### config.mk
export PLATFORM = sky130hd
export DESIGN_NAME = ball_renderer
export DESIGN_NICKNAME = d
export VERILOG_FILES = /design/src/rtl/gfx_pkg.sv /design/src/rtl/ball_renderer_span_hit.sv /design/src/rtl/ball_renderer.sv
export SDC_FILE = /design/constraint.sdc
export NUM_CORES = 1
export LEC_CHECK = 0
export BUFFER_PORTS_ARGS = -buffer_cell sky130_fd_sc_hd__clkbuf_2
export CAP_MARGIN = 20
export CORE_AREA = 2 2 71 106
export CTS_BUF_LIST = sky130_fd_sc_hd__clkbuf_8
export DETAILED_ROUTE_END_ITERATION = 7
export DIE_AREA = 0 0 73 108
export GPL_ROUTABILITY_DRIVEN = 0
export PLACE_DENSITY = 0.73
export SLEW_MARGIN = 10
export SYNTH_ARGS = -nofsm -noshare
export SYNTH_HDL_FRONTEND = slang
export SYNTH_SLANG_ARGS = --single-unit
### constraint.sdc
create_clock -name clk -period 3.2 [get_ports clk]
set_clock_uncertainty 0.15 [all_clocks]
set_input_delay 0.48 -clock clk [delete_from_list [all_inputs] [get_ports clk]]
set_output_delay 0.48 -clock clk [all_outputs]
set_load 0.03 [all_outputs]
### src/rtl/gfx_pkg.sv
// Shared screen geometry and pixel types for the display pipeline.
package gfx_pkg;

   localparam int unsigned SCREEN_W = 256;
   localparam int unsigned SCREEN_H = 128;

   typedef logic [$clog2(SCREEN_W)-1:0] x_t;
   typedef logic [$clog2(SCREEN_H)-1:0] y_t;
   typedef logic [11:0]                 color_t;

endpackage

### src/rtl/ball_renderer_span_hit.sv
// One-dimensional sprite coverage test: start <= pos < start+SIZE, no wrap-around.
module span_hit #(
   parameter int unsigned W    = 8,
   parameter int unsigned SIZE = 8
) (
   input  logic [W-1:0] pos,
   input  logic [W-1:0] start,
   output logic         in_span,
   output logic         on_edge
);

   // One extra bit keeps start+SIZE from wrapping past the screen edge.
   logic [W:0] pos_e, start_e, end_e, last_e;

   assign pos_e   = {1'b0, pos};
   assign start_e = {1'b0, start};
   assign end_e   = start_e + (W+1)'(SIZE);
   assign last_e  = end_e - (W+1)'(1);

   assign in_span = (pos_e >= start_e) && (pos_e < end_e);
   assign on_edge = (pos_e == start_e) || (pos_e == last_e);

endmodule

### src/rtl/ball_renderer.sv
// Per-pixel sprite renderer: snapshots object position/colour each frame and
// answers raster queries with a fixed two-cycle latency; counts drawn pixels.
module ball_renderer
   import gfx_pkg::*;
#(
   parameter int unsigned SIZE          = 8,
   parameter color_t      BG_COLOR      = 12'h000,
   parameter bit          OUTLINE_EN    = 1'b0,
   parameter color_t      OUTLINE_COLOR = 12'hFFF
) (
   input  logic         clk,
   input  logic         rst,
   input  x_t           obj_x,
   input  y_t           obj_y,
   input  color_t       obj_color,
   input  logic         frame_start,
   input  logic         px_valid,
   input  x_t           px_x,
   input  y_t           px_y,
   output logic         out_valid,
   output color_t       out_color,
   output logic         out_hit,
   output logic [15:0]  hit_count
);

   x_t          shadow_x;
   y_t          shadow_y;
   color_t      shadow_color;
   logic        armed;
   logic [15:0] acc;

   logic        valid1, hit1, edge1;
   color_t      color1;

   // A query in the same cycle as frame_start sees the incoming object values.
   x_t     sx;
   y_t     sy;
   color_t sc;
   logic   armed_eff;

   assign sx        = frame_start ? obj_x     : shadow_x;
   assign sy        = frame_start ? obj_y     : shadow_y;
   assign sc        = frame_start ? obj_color : shadow_color;
   assign armed_eff = armed | frame_start;

   logic hx, hy, ex, ey, hit_c, edge_c;

   span_hit #(.W($bits(x_t)), .SIZE(SIZE)) u_span_x (
      .pos     (px_x),
      .start   (sx),
      .in_span (hx),
      .on_edge (ex)
   );

   span_hit #(.W($bits(y_t)), .SIZE(SIZE)) u_span_y (
      .pos     (px_y),
      .start   (sy),
      .in_span (hy),
      .on_edge (ey)
   );

   assign hit_c  = hx & hy & armed_eff;
   assign edge_c = hit_c & (ex | ey);

   logic inc;
   assign inc = out_valid & out_hit;

   // NOTE: all state below is updated with non-blocking assignments so every
   // register samples the pre-edge value of its neighbours.
   always_ff @(posedge clk or posedge rst) begin
      if (rst) begin
         shadow_x     <= '0;
         shadow_y     <= '0;
         shadow_color <= '0;
         armed        <= 1'b0;
         valid1       <= 1'b0;
         hit1         <= 1'b0;
         edge1        <= 1'b0;
         color1       <= '0;
         out_valid    <= 1'b0;
         out_hit      <= 1'b0;
         out_color    <= '0;
         acc          <= '0;
         hit_count    <= '0;
      end else begin
         if (frame_start) begin
            shadow_x     <= obj_x;
            shadow_y     <= obj_y;
            shadow_color <= obj_color;
            armed        <= 1'b1;
         end

         valid1 <= px_valid;
         hit1   <= hit_c;
         edge1  <= edge_c;
         color1 <= sc;

         out_valid <= valid1;
         out_hit   <= valid1 & hit1;
         if (valid1) begin
            if (!hit1)
               out_color <= BG_COLOR;
            else if (OUTLINE_EN && edge1)
               out_color <= OUTLINE_COLOR;
            else
               out_color <= color1;
         end

         // A result leaving the pipe on the frame_start cycle closes the old frame.
         if (frame_start) begin
            hit_count <= acc + 16'(inc);
            acc       <= '0;
         end else begin
            acc <= acc + 16'(inc);
         end
      end
   end

endmodule

==> run_results.csv, run 1 <==
group,metric,value,unit
clock_tree,max-clock-path-buffers,2,
clock_tree,tritoncts,"yes",
floorplan,core_area,0.00690,sq mm
timing,fin_crit,2.45,ns
power_and_ir_drop,ir_drop,264,uV
floorplan,die_y,108,um
logic_synthesis,syn_area_per_cell,10.9,sq um
route,viasPerCell,5.24,
setup_path,criticalPathCategory,"input port to register",
setup_path,worstPathRequired,3.29,ns
route,wl_per_cell,14.0,um
placement,port_buffers,75,
finish,area_growth,18.5,%
grt,grt_pass1_vias,2640,
route,routed_wl,6960,um
timing,max_freq,0.408,GHz
clock_tree,post_cts_resized,0,
setup_path,rr_endpoint,"hit1$_DFF_PP0_",
finish,finalNonFillerCells,497,
setup_path,cp_common_cell,"ha_1",
worst_hold_path,holdPathEnd,"valid1$_DFF_PP0_",
placement,dp_hpwl,5240,um
logic_synthesis,syn_area,0.00360,sq mm
clock_tree,clk_latency,0.35,ns
finish,antennaDiodeCount,0,
floorplan,placementRows,37,
timing,setup_ws,0.752,ns
grt,grt_max_degree,48,
logic_synthesis,synth_mux_area_share,8.16,%
route,drtIter0Drc,121,
power_and_ir_drop,powerDensity,502,mW/mm^2
clock_tree,cts_buffers,9,
route,drc_errors,0,
worst_hold_path,hp-class,"input port to register",
logic_synthesis,synthDistinctLibCells,38,
flow_run,cap_violations,0,
setup_path,r2r_cells,10,
placement,post-place-ws,0.363,ns
logic_synthesis,yosys.area_share.adder,9.73,%
floorplan,die_w,73,um
logic_synthesis,syn_nets,405,
grt,antenna_found_initial,0,
finish,fillCellCount,588,
outcome,outcome,"finished, final reports clean",
logic_synthesis,synthXorXnorAreaFrac,4.62,%
timing,hold_violations,0,
setup_path,cp-end-kind,"register",
setup_path,cp.arrival,2.54,ns
clock_tree,cts-root-buf,"clkbuf_8",
finish,nets,488,
route,first_pass_iters,4,
clock_tree,clock-sinks,76,
setup_path,timing.critical_path.cells,"buf_2 -> buf_4 -> mux2i_1 -> inv_1 -> ha_1 -> xor2_1 -> ha_1 -> o2111ai_1 -> a32o_1 -> o2111a_1",
setup_path,regToRegSetupSlack,0.80,ns
timing,drv_slew,0,
setup_path,max_stage_delay,0.29,ns
logic_synthesis,ys_seq_area_share,52.8,%
power_and_ir_drop,p_total,0.00214,W
worst_hold_path,min_from,"px_valid",
placement,dp.cells,480,
grt,grt_usage,19.7,%
floorplan,start_util,52.2,%
grt,grt_pass1_wl,11900,um
timing,min_period_over_period,76.5,%
clock_tree,clkTransAtPathRegs,0.07,ns
logic_synthesis,synthArstFlopShare,100,%
route,via_count,2603,
finish,drive_gt1_share,27.9,%
logic_synthesis,synth_edf_count,0,
timing,relSlewSlack,65.0,%
setup_path,critPathLaunchType,"input port",
clock_tree,cts_hold_buf,1,
grt,overflow,0,
clock_tree,htree_levels,3,
route,ant_nets,0,
logic_synthesis,ys_ff_latch,76,
setup_path,cp_max_fo,11,
worst_hold_path,hold_depth,1,
clock_tree,postCtsSetupRepairBufs,0,
logic_synthesis,synthCells,331,
setup_path,regToRegStartpoint,"shadow_x[4]$_DFF_PP0_",
logic_synthesis,synth_top_family_by_area,"simple AND/OR/NAND/NOR gates",
logic_synthesis,synth-main-ff-cell,"dfrtp_1",
timing,rsz0062_at_grt,"no",
floorplan,die_area,0.00788,sq mm
logic_synthesis,ys_warn_count,0,
timing,setup_viol,0,
logic_synthesis,synth_compound_area_share,8.65,%
logic_synthesis,yosys.area_share.simple,10.9,%
floorplan,boundaryPins,76,
power_and_ir_drop,cellLeakagePower,2.17,nW
timing,worst_pin_slew,0.525,ns
setup_path,cpMaxStageDelayCell,"mux2i_1",
timing,setup_tns,0,ns
[worst max path at each step]
stage	startpoint	to	slack [ns]
after floorplan	frame_start	hit1$_DFF_PP0_	0.39
after global placement	frame_start	hit1$_DFF_PP0_	0.43
after detailed placement	frame_start	hit1$_DFF_PP0_	0.36
after CTS	frame_start	hit1$_DFF_PP0_	0.74
after global routing	frame_start	hit1$_DFF_PP0_	0.56
final	frame_start	hit1$_DFF_PP0_	0.75
[kinds of logic after synthesis]
family | count (synthesis)
buffers and inverters | 44
flip-flops | 76
AND/OR/NAND/NOR | 84
adder cells (fa/ha/maj) | 28
multiplexers | 27
XOR/XNOR | 19
AO/OA/AOI/OAI | 53
[synth_stat cells (5+ instances only)]
cell       n  area share (%)
xor2_1    12             2.9
nand2_1   19             2.0
ha_1      28             9.7
inv_1     33             3.4
clkbuf_1   5            0.52
mux2_2    16             5.0
dfrtp_1   76              53
nand3_1    9             1.3
nor2b_1    5            0.87
o21ai_0   16             2.2
mux2i_1   10             2.8
xnor2_1    7             1.7
nor2_1    33             3.4
a21oi_1   24             3.3
[critical path, delay by kind of cell]
| kind | cells | cell delay (ns) |
|---|---|---|
| muxes | 1 | 0.29 |
| buffers and inverters | 3 | 0.58 |
| AOI/OAI and AO/OA | 3 | 0.50 |
| adders and majority gates | 2 | 0.53 |
| xor gates and xnor gates | 1 | 0.17 |
[metrics by stage]
step | area (sq um) | utilization [%] | hold WS [ns]
floorplan | 3600 | - | 0.245
global placement | 4070 | 59.0 | 0.248
detailed placement | 4070 | 59.0 | 0.252
CTS | 4270 | 61.9 | 0.0759
global route | 4270 | 61.9 | 0.0731
finish | 4270 | 61.9 | 0.0879
[sequential cells by signal, summed over array words and instances, names as in the netlist]
signal     flops
hit_count     16
out_color     12
shadow_y       7
color1        12
armed          1
out_hit        1
hit1           1
acc           16
shadow_x       8
out_valid      1
valid1         1
[report_power, final]
group	leakage [nW]	internal (W)	switching (W)
Clock	0.109	0.000374	0.000342
Sequential	0.968	0.00102	0.0000304
Combinational	1.10	0.000150	0.000222
Total	2.17	0.00155	0.000595
[layout by cell type (no fill, tap or decap), drive strengths merged, types with 3 or more instances in the layout]
master and instances:
nand4 3, clkinv 3, nand3 9, dfrtp 76, clkbuf 84, inv 35, nand2b 3, xnor2 7
a21oi 24, mux2i 11, mux2 16, ha 28, nor2b 5, buf 8, xor2 12, nand2 19
and3 3, o21ai 16, nor2 34, nor3 3
[metal layers]
metal  part of all wire (%)  GRT usage (%)  wire length, um  vias to the layer above
met5                      0              0                0                        -
met4                    2.7           8.20              185                        0
met3                    3.9           5.13              269                       19
met2                     51           32.8             3550                       61
met1                     42           24.0             2950                     1237
li1                       -              -                -                     1286
[layout make-up]
| class | count | area, sq um | area share [%] |
|---|---|---|---|
| inverter | 33 | 124 | 2.90 |
| sequential | 76 | 1900 | 44.5 |
| clock inverter | 6 | 56.3 | 1.32 |
| tap | 78 | 97.6 | 2.29 |
| clock buffer | 10 | 138 | 3.22 |
| timing repair buffer | 83 | 438 | 10.3 |
| multi-input combinational | 211 | 1520 | 35.5 |
No activity file was read; power rests on OpenSTA's default activity.
==> run 2: changes to the inputs <==
clock period = 2.4 ns   (was 3.2 ns; I/O delays follow)
==> run 2 against run 1 <==
- routed wire length is 1.6% higher
- die area stayed put
- combinational power is 46% higher
- highest routed layer unchanged
- final area is 4.4% higher
- power is 41% higher
- core utilization is 2.7 points higher
- first-iteration DRC count is 26% higher
- largest power group unchanged
- non-clock buffer count is 14 higher
- global-route usage is 0.15 points lower
- sequential power is 34% higher
- final cell count is 2.8% higher
==> run_results.csv, run 2 (same netlist as run 1, synthesis figures left out) <==
group,metric,value,unit
outcome,outcome,"finished, final reports clean",
finish,area_growth,23.8,%
floorplan,die_y,108,um
finish,drive_gt1_share,32.8,%
route,wl_met1,2930,um
route,wl_met2,3710,um
worst_hold_path,hp-class,"input port to register",
clock_tree,max-clock-path-buffers,2,
clock_tree,clock-sinks,76,
clock_tree,clkTransAtPathRegs,0.08,ns
timing,drv_slew,0,
route,viasPerCell,5.19,
finish,utilization,64.6,%
clock_tree,tritoncts,"yes",
setup_path,regToRegSetupSlack,0.09,ns
timing,max_freq,0.433,GHz
grt,grt_max_degree,50,
floorplan,die_w,73,um
placement,post-place-ws,-0.190,ns
finish,antennaDiodeCount,0,
route,ant_nets,0,
timing,setup_ws,0.0929,ns
setup_path,critPathLaunchType,"register",
route,highest_layer,"met4",
floorplan,start_util,52.2,%
power_and_ir_drop,cellLeakagePower,2.25,nW
clock_tree,htree_levels,3,
setup_path,cp-startpoint,"shadow_x[4]$_DFF_PP0_",
grt,grt_usage,19.6,%
setup_path,cp.arrival,2.44,ns
grt,grt_pass1_vias,2695,
finish,mostFrequentLayoutCells,"76 x dfrtp_1, 75 x clkbuf_2, 33 x nor2_1",
timing,min_period_over_period,96.1,%
route,wl_per_cell,13.8,um
timing,fin_crit,2.31,ns
setup_path,criticalPathCategory,"register to register",
route,first_pass_iters,4,
flow_run,cap_violations,0,
floorplan,die_area,0.00788,sq mm
grt,antenna_found_initial,0,
route,drtIter0Drc,153,
placement,port_buffers,75,
finish,nets,502,
timing,hold_violations,0,
floorplan,placementRows,37,
floorplan,boundaryPins,76,
power_and_ir_drop,ir_drop,319,uV
timing,relSlewSlack,55.8,%
placement,dp_hpwl,5320,um
setup_path,r2r_cells,10,
route,dr_wl_met3,253,um
clock_tree,cts_buffers,9,
setup_path,regToRegStartpoint,"shadow_x[4]$_DFF_PP0_",
timing,setup_tns,0,ns
grt,overflow,0,
power_and_ir_drop,powerDensity,679,mW/mm^2
timing,setup_viol,0,
route,routed_wl,7070,um
worst_hold_path,hold_depth,2,
finish,layout_commonest_cell,"dfrtp_1",
setup_path,rr_endpoint,"hit1$_DFF_PP0_",
floorplan,core_area,0.00690,sq mm
power_and_ir_drop,p_total,0.00303,W
route,drc_errors,0,
setup_path,cp_max_fo,2,
timing,worst_pin_slew,0.661,ns
setup_path,endpoint,"hit1$_DFF_PP0_",
finish,top_regs,"acc (16), hit_count (16)",
route,via_count,2650,
grt,grt_pass1_wl,11800,um
clock_tree,cts-root-buf,"clkbuf_8",
clock_tree,clk_latency,0.34,ns
setup_path,cp-end-kind,"register",
setup_path,worstPathRequired,2.53,ns
==> run 2: cell types whose count changed in the layout (fill, tap and decap cells not counted), moves of 3 or more <==
cell,change
ha_2,+3
ha_1,-3
inv_1,-3
buf_4,+12
==> run 2: repair_timing <==
action | in CTS | in global routing
hold buffers | 2 | 0
setup buffers | 0 | 1
hold endpoints to repair | 29 | 0
resized for setup | 0 | 6
setup endpoints to repair | 0 | 1
==> run 2: metrics by stage <==
step	instance area, sq um	hold WS [ns]	instances
finish	4460	0.0919	511
global route	4460	0.0850	511
CTS	4430	0.0692	510
detailed placement	4190	0.295	492
global placement	4190	0.291	492
floorplan	3620	0.241	331
==> run 2: final cells by class <==
type | instances | area, sq um
Clock buffer | 10 | 138
Clock inverter | 6 | 87.6
Fill cell | 541 | 2440
Inverter | 33 | 128
Multi-Input combinational cell | 211 | 1550
Sequential cell | 76 | 1900
Tap cell | 78 | 97.6
Timing Repair Buffer | 97 | 558
==> run 2: where the power goes <==
part / total, W / switching, W / internal, W
combinational: 0.000545 / 0.000309 / 0.000236
clock: 0.00108 / 0.000465 / 0.000614
sequential: 0.00141 / 0.0000414 / 0.00136
total: 0.00303 / 0.000816 / 0.00221
==> run 2: routing by layer <==
| metal | vias up | GRT usage, % |
|---|---|---|
| met1 | 1260 | 23.2 |
| met3 | 16 | 4.75 |
| met5 | - | 0 |
| met4 | 0 | 8.73 |
| li1 | 1313 | - |
| met2 | 61 | 33.1 |
==> run 2: worst max-delay path: stages, from the launching register on <==
cell	delay, ns
dfrtp_1	0.37
nor2b_2	0.16
a21oi_2	0.15
inv_2	0.05
ha_2	0.19
nand3_2	0.06
xnor2_1	0.07
ha_2	0.18
or4_4	0.50
o22ai_2	0.15
o2111a_1	0.20
==> run 2: worst min-delay path by stage <==
stage,start,end,slack (ns)
floorplan,px_valid,valid1$_DFF_PP0_,0.24
global route,obj_color[4],color1[4]$_DFFE_PP0P_,0.08
detailed placement,armed$_DFFE_PP0P_,armed$_DFFE_PP0P_,0.29
CTS,obj_color[1],color1[1]$_DFFE_PP0P_,0.07
finish,obj_color[0],color1[0]$_DFFE_PP0P_,0.09
global placement,armed$_DFFE_PP0P_,armed$_DFFE_PP0P_,0.29
==> run 3: changes to the inputs <==
CORE_AREA = 2 2 69 104   (was 2 2 71 106)
DIE_AREA = 0 0 71 106   (was 0 0 73 108)
PLACE_DENSITY = 0.76   (was 0.73)
==> run 3 against run 2 <==
- combinational power increased by 0.7%
- setup slack worse by 0.044 ns
- non-clock buffer count grew 2
- largest cell class unchanged
- worst hold slack worse by 0.0075 ns
- largest power group unchanged
- critical path depth is the same
- critical endpoint unchanged
- sequential power barely moved
- core utilization increased by 2.3 points
- critical path type unchanged
- die area decreased by 4.5%
- final cell count is 0.20% higher
==> run_results.csv, run 3 (same netlist as run 1, synthesis figures left out) <==
group,metric,value,unit
outcome,outcome,"finished, final reports clean",
setup_path,cp_max_fo,2,
clock_tree,max-clock-path-buffers,2,
worst_hold_path,holdPathEnd,"color1[7]$_DFFE_PP0P_",
worst_hold_path,min_from,"obj_color[7]",
worst_hold_path,hp-class,"input port to register",
floorplan,boundaryPins,76,
setup_path,regToRegStartpoint,"shadow_x[4]$_DFF_PP0_",
clock_tree,cts_buffers,9,
finish,fillCellCount,495,
placement,dp_hpwl,5280,um
grt,grt_usage,20.7,%
setup_path,critPathBufInv,1,
timing,min_period_over_period,98.0,%
power_and_ir_drop,powerDensity,694,mW/mm^2
setup_path,timing.critical_path.cells,"nor2b_2 -> a21oi_2 -> inv_1 -> ha_2 -> nand3_2 -> xnor2_1 -> ha_2 -> or4_1 -> o22ai_2 -> o2111a_1",
setup_path,worstPathRequired,2.54,ns
setup_path,rr_endpoint,"hit1$_DFF_PP0_",
timing,relSlewSlack,63.8,%
setup_path,r2r_cells,10,
route,wl_per_cell,14.0,um
setup_path,criticalPathCategory,"register to register",
grt,antenna_found_initial,0,
timing,setup_tns,0,ns
grt,grt_pass1_wl,12200,um
setup_path,max_stage_delay,0.53,ns
finish,top_regs,"acc (16), hit_count (16)",
floorplan,core_area,0.00671,sq mm
grt,grt_max_degree,55,
setup_path,cp.arrival,2.49,ns
worst_hold_path,hold_depth,2,
finish,area_growth,24.7,%
floorplan,die_area,0.00753,sq mm
timing,drv_slew,0,
clock_tree,clkTransAtPathRegs,0.08,ns
setup_path,cpMaxStageDelayCell,"or4_1",
timing,max_freq,0.425,GHz
power_and_ir_drop,ir_drop,404,uV
finish,drive_gt1_share,32.3,%
route,ant_nets,0,
route,first_pass_iters,4,
clock_tree,cts-root-buf,"clkbuf_8",
route,via_count,2650,
setup_path,crit_family,"simple AND/OR/NAND/NOR gates",
timing,worst_pin_slew,0.542,ns
finish,mostFrequentLayoutCells,"76 x dfrtp_1, 75 x clkbuf_2, 33 x nor2_1",
clock_tree,postCtsSetupRepairBufs,0,
power_and_ir_drop,cellLeakagePower,2.27,nW
finish,utilization,66.9,%
route,viasPerCell,5.18,
route,drtIter0Drc,123,
route,drc_errors,0,
timing,setup_viol,0,
grt,overflow,0,
floorplan,placementRows,37,
clock_tree,clk_latency,0.35,ns
grt,grt_pass1_vias,2721,
floorplan,start_util,53.7,%
floorplan,die_y,106,um
clock_tree,clock-sinks,76,
setup_path,cp_common_cell,"ha_2",
setup_path,cp-end-kind,"register",
finish,seqCellArea,0.00190,sq mm
setup_path,regToRegSetupSlack,0.05,ns
finish,antennaDiodeCount,0,
route,routed_wl,7190,um
timing,hold_violations,0,
setup_path,critPathLaunchType,"register",
clock_tree,htree_levels,3,
flow_run,cap_violations,0,
placement,port_buffers,75,
finish,nets,504,
finish,layout_commonest_cell,"dfrtp_1",
finish,multi_input_area,0.00154,sq mm
floorplan,die_w,71,um
timing,fin_crit,2.35,ns
clock_tree,tritoncts,"yes",
## run 3: metrics by stage
step	cell area, sq um	std cells	worst slack, ns	total power (W)	hold WS (ns)
finish	4490	512	0.0488	0.00312	0.0844
detailed placement	4220	495	-0.154	0.00197	0.266
floorplan	3620	331	-0.162	0.00177	0.241
global route	4490	512	-0.0257	0.00327	0.0832
global placement	4220	495	-0.0869	0.00195	0.250
CTS	4480	512	0.0368	0.00314	0.0698
## run 3: cell type report
type | count | share of cell area, %
Multi-Input combinational cell | 211 | 34.3
Sequential cell | 76 | 42.4
Tap cell | 78 | 2.17
Clock inverter | 5 | 2.23
Clock buffer | 10 | 3.06
Inverter | 33 | 2.84
Timing Repair Buffer | 99 | 13.0
## run 3: worst reg2reg max path, cell delays in order (launching register included)
cell	delay (ns)
dfrtp_1	0.36
nor2b_2	0.16
a21oi_2	0.15
inv_1	0.08
ha_2	0.20
nand3_2	0.06
xnor2_1	0.07
ha_2	0.18
or4_1	0.53
o22ai_2	0.18
o2111a_1	0.19
## run 3: worst max-delay path by stage
stage / endpoint / start / cells after the start
4_1_cts: hit1$_DFF_PP0_ / shadow_x[4]$_DFF_PP0_ / 10
3_5_place_dp: hit1$_DFF_PP0_ / frame_start / 9
5_1_grt: hit1$_DFF_PP0_ / shadow_x[3]$_DFF_PP0_ / 9
3_3_place_gp: hit1$_DFF_PP0_ / frame_start / 9
6_report: hit1$_DFF_PP0_ / shadow_x[4]$_DFF_PP0_ / 10
2_1_floorplan: hit1$_DFF_PP0_ / frame_start / 11
## run 3: report_power, final
part / internal [W] / leakage (nW) / switching, W
Combinational: 0.000239 / 1.18 / 0.000310
Clock: 0.000710 / 0.122 / 0.000455
Sequential: 0.00136 / 0.968 / 0.0000401
Total: 0.00231 / 2.27 / 0.000805
## run 3: repair_timing
| item | CTS | global route |
|---|---|---|
| resized for setup | 0 | 3 |
| endpoints found under the setup margin | 0 | 1 |
| hold buffers | 2 | 0 |
| hold endpoints to repair | 21 | 0 |
## run 3: layer usage
metal  vias to the layer above  share of wire [%]  track usage [%]
li1                       1314                  -                -
met1                      1262                 43             24.9
met2                        63                 52             35.6
met3                        11                3.9             5.21
met4                         0                1.5             7.14
met5                         -                  0                0
